## src/rtl/lcd_pkg.sv

```systemverilog
// Shared types and constants for the HD44780-style character LCD editor.
// Holds the controller state encoding, command bytes and DDRAM address helper.
package lcd_pkg;

    typedef enum logic [3:0] {
        PWR_WAIT,
        FUNC_SET,
        DISP_ON,
        ENTRY,
        CLEAR,
        IDLE,
        SET_ADDR,
        WRITE_CH,
        BS_SPACE
    } lcd_state_t;

    localparam logic [7:0] CMD_FUNC_SET = 8'h38;
    localparam logic [7:0] CMD_DISP_ON  = 8'h0F;
    localparam logic [7:0] CMD_ENTRY    = 8'h06;
    localparam logic [7:0] CMD_CLEAR    = 8'h01;
    localparam logic [7:0] CMD_SET_ADDR = 8'h80;
    localparam logic [7:0] CHR_SPACE    = 8'h20;

    // DDRAM start address of each display row, indexed by row number
    localparam logic [3:0][7:0] ROW_BASE = {8'h54, 8'h14, 8'h40, 8'h00};

    function automatic logic [7:0] ddram_addr(input logic [1:0] row, input logic [5:0] col);
        return CMD_SET_ADDR | (ROW_BASE[row] + {2'b00, col});
    endfunction

endpackage

```

## src/rtl/lcd_if.sv

```systemverilog
// Parallel bus towards the character LCD module.
interface lcd_if;

    logic       LCD_E;
    logic       LCD_RS;
    logic       LCD_RW;
    logic [7:0] LCD_DATA;

    modport master (output LCD_E, output LCD_RS, output LCD_RW, output LCD_DATA);
    modport slave  (input  LCD_E, input  LCD_RS, input  LCD_RW, input  LCD_DATA);

endinterface

```

## src/rtl/lcd_btn_edge.sv

```systemverilog
// Rising-edge detector for level button inputs; each press yields a one-cycle pulse.
module lcd_btn_edge #(
    parameter int unsigned WIDTH = 1
) (
    input  logic             clk,
    input  logic             rst,
    input  logic [WIDTH-1:0] level,
    output logic [WIDTH-1:0] rise
);

    logic [WIDTH-1:0] prev;

    always_ff @(posedge clk) begin
        if (rst) prev <= '0;
        else     prev <= level;
    end

    assign rise = level & ~prev;

endmodule

```

## src/rtl/lcd_editor.sv

```systemverilog
// Text editor front-end for a character LCD: initialises the panel, then turns
// digit/cursor/backspace/clear/line buttons into timed LCD command slots.
module lcd_editor
    import lcd_pkg::*;
#(
    parameter int unsigned COLS     = 16,
    parameter int unsigned ROWS     = 2,
    parameter int unsigned NUM_KEYS = 10,
    parameter int unsigned PWR_CNT  = 70,
    parameter int unsigned CMD_CNT  = 30,
    parameter int unsigned CLR_CNT  = 100,
    parameter int unsigned E_POS    = 20
) (
    input  logic                clk,
    input  logic                rst,
    input  logic [NUM_KEYS-1:0] number_btn,
    input  logic [3:0]          control_btn,
    input  logic [1:0]          line_sel,
    lcd_if.master               lcd,
    output logic [1:0]          cursor_row,
    output logic [5:0]          cursor_col,
    output logic                busy
);

    lcd_state_t    state, state_n;
    logic [15:0]   cnt, slot_last;
    logic [1:0]    row, row_n, line_q;
    logic [5:0]    col, col_n;
    logic [7:0]    ch, ch_n, key_ch, data;
    logic          wrap_pend, wrap_n, bs_pend, bs_n;
    logic          key_hit, rs, e;
    logic [NUM_KEYS-1:0] key_rise;
    logic [3:0]    ctl_rise;
    logic [1:0]    row_inc, row_dec, left_row, right_row, line_row;
    logic [5:0]    left_col, right_col;

    lcd_btn_edge #(.WIDTH(NUM_KEYS)) u_key_edge (
        .clk(clk), .rst(rst), .level(number_btn), .rise(key_rise)
    );

    lcd_btn_edge #(.WIDTH(4)) u_ctl_edge (
        .clk(clk), .rst(rst), .level(control_btn), .rise(ctl_rise)
    );

    // Lowest key index sits in the MSB, so scan from the top bit down
    always_comb begin
        key_hit = 1'b0;
        key_ch  = '0;
        for (int unsigned i = 0; i < NUM_KEYS; i++) begin
            if (!key_hit && key_rise[NUM_KEYS-1-i]) begin
                key_hit = 1'b1;
                key_ch  = 8'h30 + 8'((i + 1) % 10);
            end
        end
    end

    always_comb begin
        row_inc   = (row == 2'(ROWS - 1)) ? '0 : row + 2'd1;
        row_dec   = (row == '0) ? 2'(ROWS - 1) : row - 2'd1;
        left_row  = (col == '0) ? row_dec : row;
        left_col  = (col == '0) ? 6'(COLS - 1) : col - 6'd1;
        right_row = (col == 6'(COLS - 1)) ? row_inc : row;
        right_col = (col == 6'(COLS - 1)) ? '0 : col + 6'd1;
        line_row  = 2'({30'd0, line_sel} % ROWS);
    end

    always_comb begin
        case (state)
            PWR_WAIT: slot_last = 16'(PWR_CNT);
            CLEAR:    slot_last = 16'(CLR_CNT);
            default:  slot_last = 16'(CMD_CNT);
        endcase
    end

    always_comb begin
        state_n = state;
        row_n   = row;
        col_n   = col;
        ch_n    = ch;
        wrap_n  = wrap_pend;
        bs_n    = bs_pend;
        case (state)
            PWR_WAIT: if (cnt == slot_last) state_n = FUNC_SET;
            FUNC_SET: if (cnt == slot_last) state_n = DISP_ON;
            DISP_ON:  if (cnt == slot_last) state_n = ENTRY;
            ENTRY:    if (cnt == slot_last) state_n = CLEAR;
            CLEAR:    if (cnt == slot_last) state_n = SET_ADDR;
            SET_ADDR: if (cnt == slot_last) begin
                state_n = bs_pend ? BS_SPACE : IDLE;
                bs_n    = 1'b0;
            end
            BS_SPACE: if (cnt == slot_last) state_n = SET_ADDR;
            WRITE_CH: if (cnt == slot_last) begin
                state_n = wrap_pend ? SET_ADDR : IDLE;
                wrap_n  = 1'b0;
            end
            IDLE: begin
                if (key_hit) begin
                    state_n = WRITE_CH;
                    ch_n    = key_ch;
                    row_n   = right_row;
                    col_n   = right_col;
                    wrap_n  = (col == 6'(COLS - 1));
                end else if (ctl_rise[0]) begin
                    state_n = CLEAR;
                    row_n   = '0;
                    col_n   = '0;
                end else if (ctl_rise[1]) begin
                    state_n = SET_ADDR;
                    row_n   = left_row;
                    col_n   = left_col;
                    bs_n    = 1'b1;
                end else if (ctl_rise[3]) begin
                    state_n = SET_ADDR;
                    row_n   = left_row;
                    col_n   = left_col;
                end else if (ctl_rise[2]) begin
                    state_n = SET_ADDR;
                    row_n   = right_row;
                    col_n   = right_col;
                end else if (line_sel != line_q) begin
                    state_n = SET_ADDR;
                    row_n   = line_row;
                    col_n   = '0;
                end
            end
            default: state_n = PWR_WAIT;
        endcase
    end

    always_ff @(posedge clk) begin
        if (rst) begin
            state     <= PWR_WAIT;
            cnt       <= '0;
            row       <= '0;
            col       <= '0;
            ch        <= '0;
            wrap_pend <= 1'b0;
            bs_pend   <= 1'b0;
            line_q    <= '0;
        end else begin
            state     <= state_n;
            cnt       <= (state_n != state || state == IDLE) ? '0 : cnt + 16'd1;
            row       <= row_n;
            col       <= col_n;
            ch        <= ch_n;
            wrap_pend <= wrap_n;
            bs_pend   <= bs_n;
            line_q    <= line_sel;
        end
    end

    always_comb begin
        rs   = 1'b0;
        data = '0;
        case (state)
            FUNC_SET: data = CMD_FUNC_SET;
            DISP_ON:  data = CMD_DISP_ON;
            ENTRY:    data = CMD_ENTRY;
            CLEAR:    data = CMD_CLEAR;
            SET_ADDR: data = ddram_addr(row, col);
            WRITE_CH: begin rs = 1'b1; data = ch; end
            BS_SPACE: begin rs = 1'b1; data = CHR_SPACE; end
            default: ;
        endcase
        e = (state != PWR_WAIT) && (state != IDLE) && (cnt == 16'(E_POS));
    end

    assign lcd.LCD_E    = e;
    assign lcd.LCD_RS   = rs;
    assign lcd.LCD_RW   = 1'b0;
    assign lcd.LCD_DATA = data;
    assign cursor_row   = row;
    assign cursor_col   = col;
    assign busy         = (state != IDLE);

endmodule
```

## src/flat_wrapper.sv

```systemverilog
// flat-port wrapper written by rule: the top's interface ports become plain ports
module lcd_editor_flat import lcd_pkg::*;
#(
    parameter int unsigned COLS     = 16,
    parameter int unsigned ROWS     = 2,
    parameter int unsigned NUM_KEYS = 10,
    parameter int unsigned PWR_CNT  = 70,
    parameter int unsigned CMD_CNT  = 30,
    parameter int unsigned CLR_CNT  = 100,
    parameter int unsigned E_POS    = 20
)
  (clk, rst, number_btn, control_btn, line_sel, cursor_row, cursor_col, busy, lcd_LCD_E, lcd_LCD_RS, lcd_LCD_RW, lcd_LCD_DATA);
  lcd_if lcd_i ();
  input  logic clk;
  input  logic rst;
  input  logic [NUM_KEYS-1:0] number_btn;
  input  logic [3:0] control_btn;
  input  logic [1:0] line_sel;
  output logic [1:0] cursor_row;
  output logic [5:0] cursor_col;
  output logic busy;
  output wire logic [$bits(lcd_i.LCD_E)-1:0] lcd_LCD_E;
  output wire logic [$bits(lcd_i.LCD_RS)-1:0] lcd_LCD_RS;
  output wire logic [$bits(lcd_i.LCD_RW)-1:0] lcd_LCD_RW;
  output wire logic [$bits(lcd_i.LCD_DATA)-1:0] lcd_LCD_DATA;
  assign lcd_LCD_E = lcd_i.LCD_E;
  assign lcd_LCD_RS = lcd_i.LCD_RS;
  assign lcd_LCD_RW = lcd_i.LCD_RW;
  assign lcd_LCD_DATA = lcd_i.LCD_DATA;
  lcd_editor #(.COLS(COLS), .ROWS(ROWS), .NUM_KEYS(NUM_KEYS), .PWR_CNT(PWR_CNT), .CMD_CNT(CMD_CNT), .CLR_CNT(CLR_CNT), .E_POS(E_POS)) u_core (.clk(clk), .rst(rst), .number_btn(number_btn), .control_btn(control_btn), .line_sel(line_sel), .lcd(lcd_i), .cursor_row(cursor_row), .cursor_col(cursor_col), .busy(busy));
endmodule
```

## config.mk

```make
export PLATFORM = sky130hd
export DESIGN_NAME = lcd_editor_flat
export DESIGN_NICKNAME = d
export VERILOG_FILES = /design/src/rtl/lcd_pkg.sv /design/src/rtl/lcd_if.sv /design/src/rtl/lcd_btn_edge.sv /design/src/rtl/lcd_editor.sv /design/src/flat_wrapper.sv
export SDC_FILE = /design/constraint.sdc
export NUM_CORES = 1
export LEC_CHECK = 0
export CORE_MARGIN = 2
export CORE_UTILIZATION = 40
export DETAILED_ROUTE_END_ITERATION = 16
export MAX_ROUTING_LAYER = met4
export PLACE_DENSITY_LB_ADDON = 0.08
export SYNTH_ARGS = -nofsm -noshare
export SYNTH_HDL_FRONTEND = slang
export SYNTH_SLANG_ARGS = --single-unit
```

## constraint.sdc

```tcl
create_clock -name clk -period 6 [get_ports clk]
set_input_delay 1.2 -clock clk [delete_from_list [all_inputs] [get_ports clk]]
set_output_delay 1.2 -clock clk [all_outputs]
set_load 0.01 [all_outputs]
```

After elaboration in Yosys (flattened, before gate mapping)
Cells that the tools add are included.
{"block": "word_totals", "register_bits": 54, "inputBits": 18, "output_inout_bits": 20, "word_cells": 143}
{"block": "op_classes", "addsub": 6, "n_lt_le_gt_ge": 1, "eq_ne": 21, "n_mux": 66, "bitwise_logic": 4, "n_reduce_logical": 35}
{"cell": "$mux 8", "n": 9}
{"cell": "$mux 4", "n": 14}
{"cell": "$pmux 8 s7", "n": 1}
{"cell": "$mux 6", "n": 9}
{"cell": "$pmux 4 s8", "n": 1}
{"cell": "$mux 2", "n": 11}
{"cell": "$add 16x1->16 const B", "n": 1}
{"cell": "$bmux 8 s2", "n": 1}
{"cell": "$eq 16x5->1 const B", "n": 1}
{"cell": "$eq 16x7->1", "n": 1}
{"cell": "$eq 4x3->1 const B", "n": 4}
{"cell": "$mux 1", "n": 16}
{"cell": "$pmux 7 s2", "n": 1}
{"cell": "$logic_and 1x1->1", "n": 11}
{"cell": "$and 10x10->10", "n": 1}
{"cell": "$not 10->10", "n": 1}
{"cell": "$logic_not 1->1", "n": 9}
{"cell": "$eq 4x2->1 const B", "n": 2}
{"cell": "$ne 2x1->1 const B", "n": 4}
{"cell": "$add 7x6->7", "n": 1}
{"cell": "$mux 7", "n": 1}
{"cell": "$add 6x1->6 const B", "n": 1}
{"cell": "$eq 6x4->1 const B", "n": 1}
{"cell": "$logic_not 6->1", "n": 1}
{"cell": "24 further kinds", "n": 30}

Depth between registers and ports, before layout
{"block": "depth", "ltp_word": 35, "depth_mapped": 8, "ltp_nobuf": 7}

Hierarchy
Synthesis repeated with hierarchy kept, for this count alone.
{"block": "unflattened", "cells_unflattened": 398, "area_unflattened_um2": 3166.8}
{"mod": "lcd_editor", "n_inst": 1, "cells_each": 356, "area_per_inst_um2": 2701.3, "seq_area_each_um2": 740.7}
{"mod": "lcd_btn_edge at u_core.u_key_edge", "n_inst": 1, "cells_each": 30, "area_per_inst_um2": 325.3, "seq_area_each_um2": 200.2}
{"mod": "lcd_btn_edge at u_core.u_ctl_edge", "n_inst": 1, "cells_each": 12, "area_per_inst_um2": 140.1, "seq_area_each_um2": 80.1}

Least setup slack after synthesis
OpenSTA, ideal clock, no wires.
{"block": "synth_path", "path_type": "in2reg", "from": "input port number_btn[8]", "to": "register u_core.col[3] (netlist: u_core.cursor_col[3])", "setup_ns": 0.069, "arrival_time_ns": 3.219, "required_ns": 5.931, "slack_ns": 2.712, "cell_stages": 7, "n_path_buf": 0, "cell_sequence": "nor2b_1 -> or4_4 -> nor4_4 -> mux2_4 -> nor4_2 -> mux2i_1 -> o21ai_1"}
{"block": "synth_between", "elab_chain_cells": 29, "word_cells_on_any_way": 30, "classes_between": "mux: 10; bitwise: 1; reduce/logical: 19"}
{"item": "from (decl)", "line_no": "flat_wrapper.sv:16", "rtl": "input logic [NUM_KEYS-1:0] number_btn;"}
{"item": "$and 10x10->10 (*)", "line_no": "lcd_btn_edge.sv:18", "rtl": "assign rise = level & ~prev;"}
{"item": "$logic_and 1x1->1 (*)", "line_no": "lcd_editor.sv:50", "rtl": "if (!key_hit && key_rise[NUM_KEYS-1-i]) begin"}
{"item": "$mux 1 (*)", "line_no": "lcd_editor.sv:50"}
{"item": "$logic_not 1->1", "line_no": "lcd_editor.sv:50"}
{"item": "$logic_and 1x1->1", "line_no": "lcd_editor.sv:50"}
{"item": "$mux 1 (*)", "line_no": "lcd_editor.sv:50"}
{"item": "$logic_not 1->1", "line_no": "lcd_editor.sv:50"}
{"item": "$logic_and 1x1->1", "line_no": "lcd_editor.sv:50"}
{"item": "(+13 left out)"}
{"item": "$logic_not 1->1", "line_no": "lcd_editor.sv:50"}
{"item": "$logic_and 1x1->1", "line_no": "lcd_editor.sv:50"}
{"item": "$mux 1 (*)", "line_no": "lcd_editor.sv:50"}
{"item": "$logic_not 1->1", "line_no": "lcd_editor.sv:50"}
{"item": "$logic_and 1x1->1", "line_no": "lcd_editor.sv:50"}
{"item": "$mux 1 (*)", "line_no": "lcd_editor.sv:50"}
{"item": "$reduce_bool 6->1 (no source line)"}
{"item": "$reduce_and 2->1 (no source line)"}
{"item": "to (signal assigned)", "line_no": "lcd_editor.sv:145", "rtl": "col <= col_n;"}
{"item": "to (decl)", "line_no": "lcd_editor.sv:28", "rtl": "logic [5:0] col, col_n;"}
Mark *: on every way between the ends. The rest lies on a longest branch, timed or not.
A chain may end at the register's enable or synchronous reset.

Worst setup path in the final report
{"block": "layout_path", "from": "register u_core.state[0]", "to": "output port lcd_LCD_DATA[3]"}
{"block": "layout_between", "elab_chain_cells": 2, "word_cells_on_any_way": 8, "classes_between": "eq/ne: 7; mux: 1"}
{"item": "from (decl)", "line_no": "lcd_editor.sv:25", "rtl": "lcd_state_t state, state_n;"}
{"item": "from (signal assigned)", "line_no": "lcd_editor.sv:142", "rtl": "state <= state_n;"}
{"item": "$eq 4x4->1 (tied with other cells)", "line_no": "lcd_editor.sv:156", "rtl": "case (state)"}
{"item": "$pmux 8 s7 (*)", "line_no": "lcd_editor.sv:156"}
{"item": "to (decl)", "line_no": "flat_wrapper.sv:25", "rtl": "output wire logic [$bits(lcd_i.LCD_DATA)-1:0] lcd_LCD_DATA;"}
Marks and branches as above.

==> results by stage <==
Die:
- Measured along the y axis, the die boundary spans 90.9 um.
- The die covers 8270 sq um.
- The effective utilization at floorplan is between 40 and 50%.
- The horizontal die dimension is 90.9 um.
- The area of the core region is around 7300 sq um.
- During I/O placement, the number of pins put on the boundary was 38.
- The number of cell rows is 31.

CTS:
- Counting the buffers created by CTS gives 5.
- The number of clock sinks seen by CTS is 51.
- At the later pin of the worst-skew pair, clock insertion delay measures between 0.3 and 0.4 ns.
- Post-CTS timing repair inserted 0 buffers for setup.
- The root cell of the clock tree is clkbuf_8.
- The buffer depth of the longest clock path is 2.
- The post-cts sizing count is 0.
- The CTS tree is yes.
- Clock-pin slew was measured on the worst setup and hold paths at 0.10 ns.
- The H-tree depth is 2.
- After clock tree synthesis, the flow added hold-fix buffers numbering 0.

Routing:
- The routed design uses about 370 um of met3 wire.
- The total wire length after detailed routing is between 7000 and 8000 um.
- The highest layer used for signal routing is met4.
- The wire length on met2 is just over 3000 um.
- The detail-routed net length per standard cell is around 14 um.
- The count of antenna-violating nets left after detailed routing is 0.
- The detailed router finished its first iteration with roughly 180 violations.
- The ratio of routed vias to standard cells is 5.31.
- The first TritonRoute pass finished after 4 iterations.
- The routed metal-1 wirelength is 3590 um.
- For this block, the via count after detailed routing is about 2700.
- In the routed design, unresolved DRC markers number 0.

Worst setup path:
- The data arrival time of the critical path is ~2.7 ns.
- The number of cells on the worst reg-to-reg path is 7.
- In this run the number of cells on the critical path is 6.
- The path type of the worst setup path is reg -> out.
- STA classifies the critical path startpoint as a flip-flop.
- In this run the worst setup path terminates at lcd_LCD_DATA[3].
- The top fanout value on the critical path is 22.
- STA classifies the critical path endpoint as an output port.
- The signal on the critical path passes through inv_1, nor2_1, a22o_1, a22oi_1, nor2_1, clkdlybuf4s50_1.
- The critical path's most frequent cell is nor2_1.
- The cell family contributing the most delay on the critical path is flip-flops.
- The buffering stage count on the worst path with inverters included is 2.
- The required time of the worst setup path is around 4.8 ns.
- Setup slack on the worst reg-to-reg path comes out at between 3 and 4 ns.
- The timing startpoint of the critical path is u_core.state[0]$_SDFF_PP0_.
- The beginning of the worst register-to-register path is u_core.state[0]$_SDFF_PP0_.
- The cell at the slowest stage of the critical path is dfxtp_1.
- The largest single stage delay on the critical path is around 0.84 ns.
- The endpoint of the lowest-slack register-to-register path is u_core.state[0]$_SDFF_PP0_.

Synth:
- The cell count after synthesis is 377.
- The mean instance size in the synthesized netlist is 8.02 sq um.
- In the synthesized netlist the async set-or-reset flop fraction comes to 0%.
- The net count of the mapped netlist is around 400.
- The area of the mapped netlist is about 3000 sq um.
- In this run, synthesis produced a sequential element count of a little over 50.
- The netlist uses 65 different library cells.
- The sequential area share after synthesis is between 30% and 40%.
- Counting flops with a built-in enable in the synthesized netlist gives 0.
- Yosys printed 0 warnings.
- In the synthesized netlist the dominant register cell turns out to be dfxtp_1.

STA:
- The final worst hold slack is just over 0.5 ns.
- The setup TNS is 0 ns.
- Across the routed clock network, the largest skew measured is between 0.01 and 0.015 ns.
- The number of pins with negative max-slew slack in the final report was 0.
- The number of endpoints failing setup at the final stage is 0.
- The final number of hold-violating endpoints was 0.
- In the finished design, the share of the clock period the worst path needs comes to between 60% and 70%.
- The worst path in the final design needs a cycle of 3.90 ns, including I/O delays and setup.
- Headroom to the max-slew limit came out at approximately 48%.
- Timing would allow up to roughly 0.26 GHz.
- The slew of the pin with the lowest slew margin is a little under 0.8 ns.
- Setup repair after global routing left no endpoint under its margin.

GRT:
- The first global-routing pass estimated 11800 um of wire.
- The largest net degree at the start of global routing is 38.
- The number of antenna violations at the first check in global routing was 0.
- Summed over all layers, the global routing overflow is 0.
- The number of global-route vias before repair is around 2500.
- The global-route usage over all layers is ~18%.

Min path:
- The worst min-delay path category is reg -> reg.

Layout:
- The layout filler cell count is around 760.
- In the final design database the tool counted about 430 nets.
- Summing all flip-flop and latch instances after layout gives 1020 sq um.
- In the final layout, the multi-input gates occupy about 1800 sq um.
- After routing the design area is about 3500 sq um.
- The final core utilization is 48.5%.
- The post-route netlist has ~7% of its cells at a drive strength greater than 1.
- 0 antenna diodes ended up in the layout.
- Relative to the synthesized area, the layout overhead comes to 16.9%.

Placement:
- Routability-driven placement finished with a final weighted congestion of between 0.8 and 0.9.
- Buffers placed on the I/O ports in this run total 36.
- The cell area after placement is about 3400 sq um.
- The HPWL after detailed placement is about 5100 um.

Power and ir drop:
- The power after layout is around 0.65 mW.
- The peak supply drop is 104 uV.
- The total power divided by cell area is roughly 180 nW/um^2.
- The leakage power is around 1.3 nW.

Flow run:
- The max capacitance violation total is 0.

Outcome:
- The flow ran to the end, and the final reports show no timing, DRC or antenna violations.
==> cell families (layout without fill, tap and decap cells) <==
| family | Yosys count | in the layout | share of synthesized area [%] |
|---|---|---|---|
| simple gates | 171 | 171 | 30.4 |
| compound gates | 81 | 81 | 18.3 |
| flops | 51 | 51 | 33.8 |
| buf+inv | 36 | 61 | 5.17 |
| xor+xnor | 23 | 23 | 6.66 |
| fa+ha+maj | 7 | 7 | 2.90 |
| mux | 7 | 7 | 2.65 |
| other cells | 1 | 1 | 0.124 |
==> per-stage QoR <==
step | std cells | worst slack [ns]
global route | 501 | 1.94
global placement | 493 | 2.09
detailed placement | 493 | 2.04
CTS | 501 | 2.09
finish | 501 | 2.10
floorplan | 377 | 2.71
==> area by class of cell <==
cell class / instances / share of cell area, %
clock buffer: 5 / 1.95
clock inverter: 3 / 1.31
inverter: 16 / 1.70
multi-input combinational: 290 / 52.2
sequential: 51 / 28.9
tap: 99 / 3.51
timing repair buffer: 37 / 10.4
==> cells in the mapped netlist, drive strengths merged (3+ instances only) <==
master / count / area [sq um]
nor2: 57 / 216
dfxtp: 51 / 1020
a21oi: 27 / 139
nor2b: 26 / 170
nand2: 25 / 93.8
o21ai: 16 / 80.1
inv: 15 / 56.3
nand3: 14 / 70.1
xor2: 13 / 114
clkbuf: 11 / 41.3
xnor2: 10 / 87.6
buf: 9 / 55.1
nor4: 9 / 77.6
and3: 7 / 43.8
ha: 7 / 87.6
nor3: 7 / 50.1
or3: 6 / 47.5
mux2i: 5 / 50.1
nand2b: 5 / 31.3
o31ai: 5 / 51.3
a31oi: 4 / 25.0
nand4: 4 / 25.0
a211oi: 3 / 22.5
a21o: 3 / 22.5
a22oi: 3 / 22.5
a32oi: 3 / 26.3
or2: 3 / 18.8
==> worst register-to-register path: cells and delay by family, from the launching register on <==
kind            cells  cell delay, ns
simple gates        3            1.19
flops               1            0.84
compound gates      3            0.49
buf+inv             1            0.15
==> flip-flops by register name, summed over array words and instances, names as in the netlist <==
name and cells:
u_core.cursor_col 6, u_core.line_q 2, u_core.u_key_edge.prev 10, u_core.bs_pend 1
u_core.cnt 16, u_core.ch 5, u_core.state 4, u_core.u_ctl_edge.prev 4
u_core.cursor_row 2, u_core.wrap_pend 1
==> where the power goes <==
part,switching [mW],internal (mW)
combinational,0.0278,0.0249
clock,0.121,0.126
sequential,0.00450,0.346
total,0.153,0.496
==> placed cells by master, fill, tap and decap left out, types with 3 or more instances in the layout <==
cell type and n:
o21ai_1 5, a21o_1 3, nor3_2 3, a211oi_1 3, dfxtp_1 51, a31oi_1 4
a32oi_1 3, o21ai_0 11, a21oi_1 26, mux2i_1 5, nand3_1 14, and3_1 7
nor2_1 56, a22oi_1 3, nor2b_1 25, nand2b_1 5, o31ai_1 4, clkbuf_8 5
nand4_1 4, nand2_1 25, xor2_1 13, inv_1 14, ha_1 7, nor3_1 4
clkdlybuf4s50_1 36, nor4_1 7, or3_1 4, xnor2_1 10
==> per-layer routing <==
layer | track usage, % | vias to the layer above
met2 | 25.9 | 67
met5 | - | -
met3 | 3.57 | 2
met1 | 24.9 | 1217
met4 | 5.30 | 0
li1 | - | 1376
==> worst min-delay path by stage <==
stage / startpoint / endpoint / slack, ns / cells past startpoint
after floorplan: u_core.ch[4]$_SDFFE_PP0P_ / u_core.ch[4]$_SDFFE_PP0P_ / 0.44 / 2
after global placement: u_core.cnt[0]$_SDFF_PP0_ / u_core.cnt[0]$_SDFF_PP0_ / 0.48 / 1
after detailed placement: u_core.ch[4]$_SDFFE_PP0P_ / u_core.ch[4]$_SDFFE_PP0P_ / 0.48 / 2
after CTS: u_core.ch[4]$_SDFFE_PP0P_ / u_core.ch[4]$_SDFFE_PP0P_ / 0.51 / 2
after global routing: u_core.cnt[0]$_SDFF_PP0_ / u_core.cnt[0]$_SDFF_PP0_ / 0.55 / 1
final: u_core.ch[4]$_SDFFE_PP0P_ / u_core.ch[4]$_SDFFE_PP0P_ / 0.51 / 2
(Power assumes the default switching activity.)
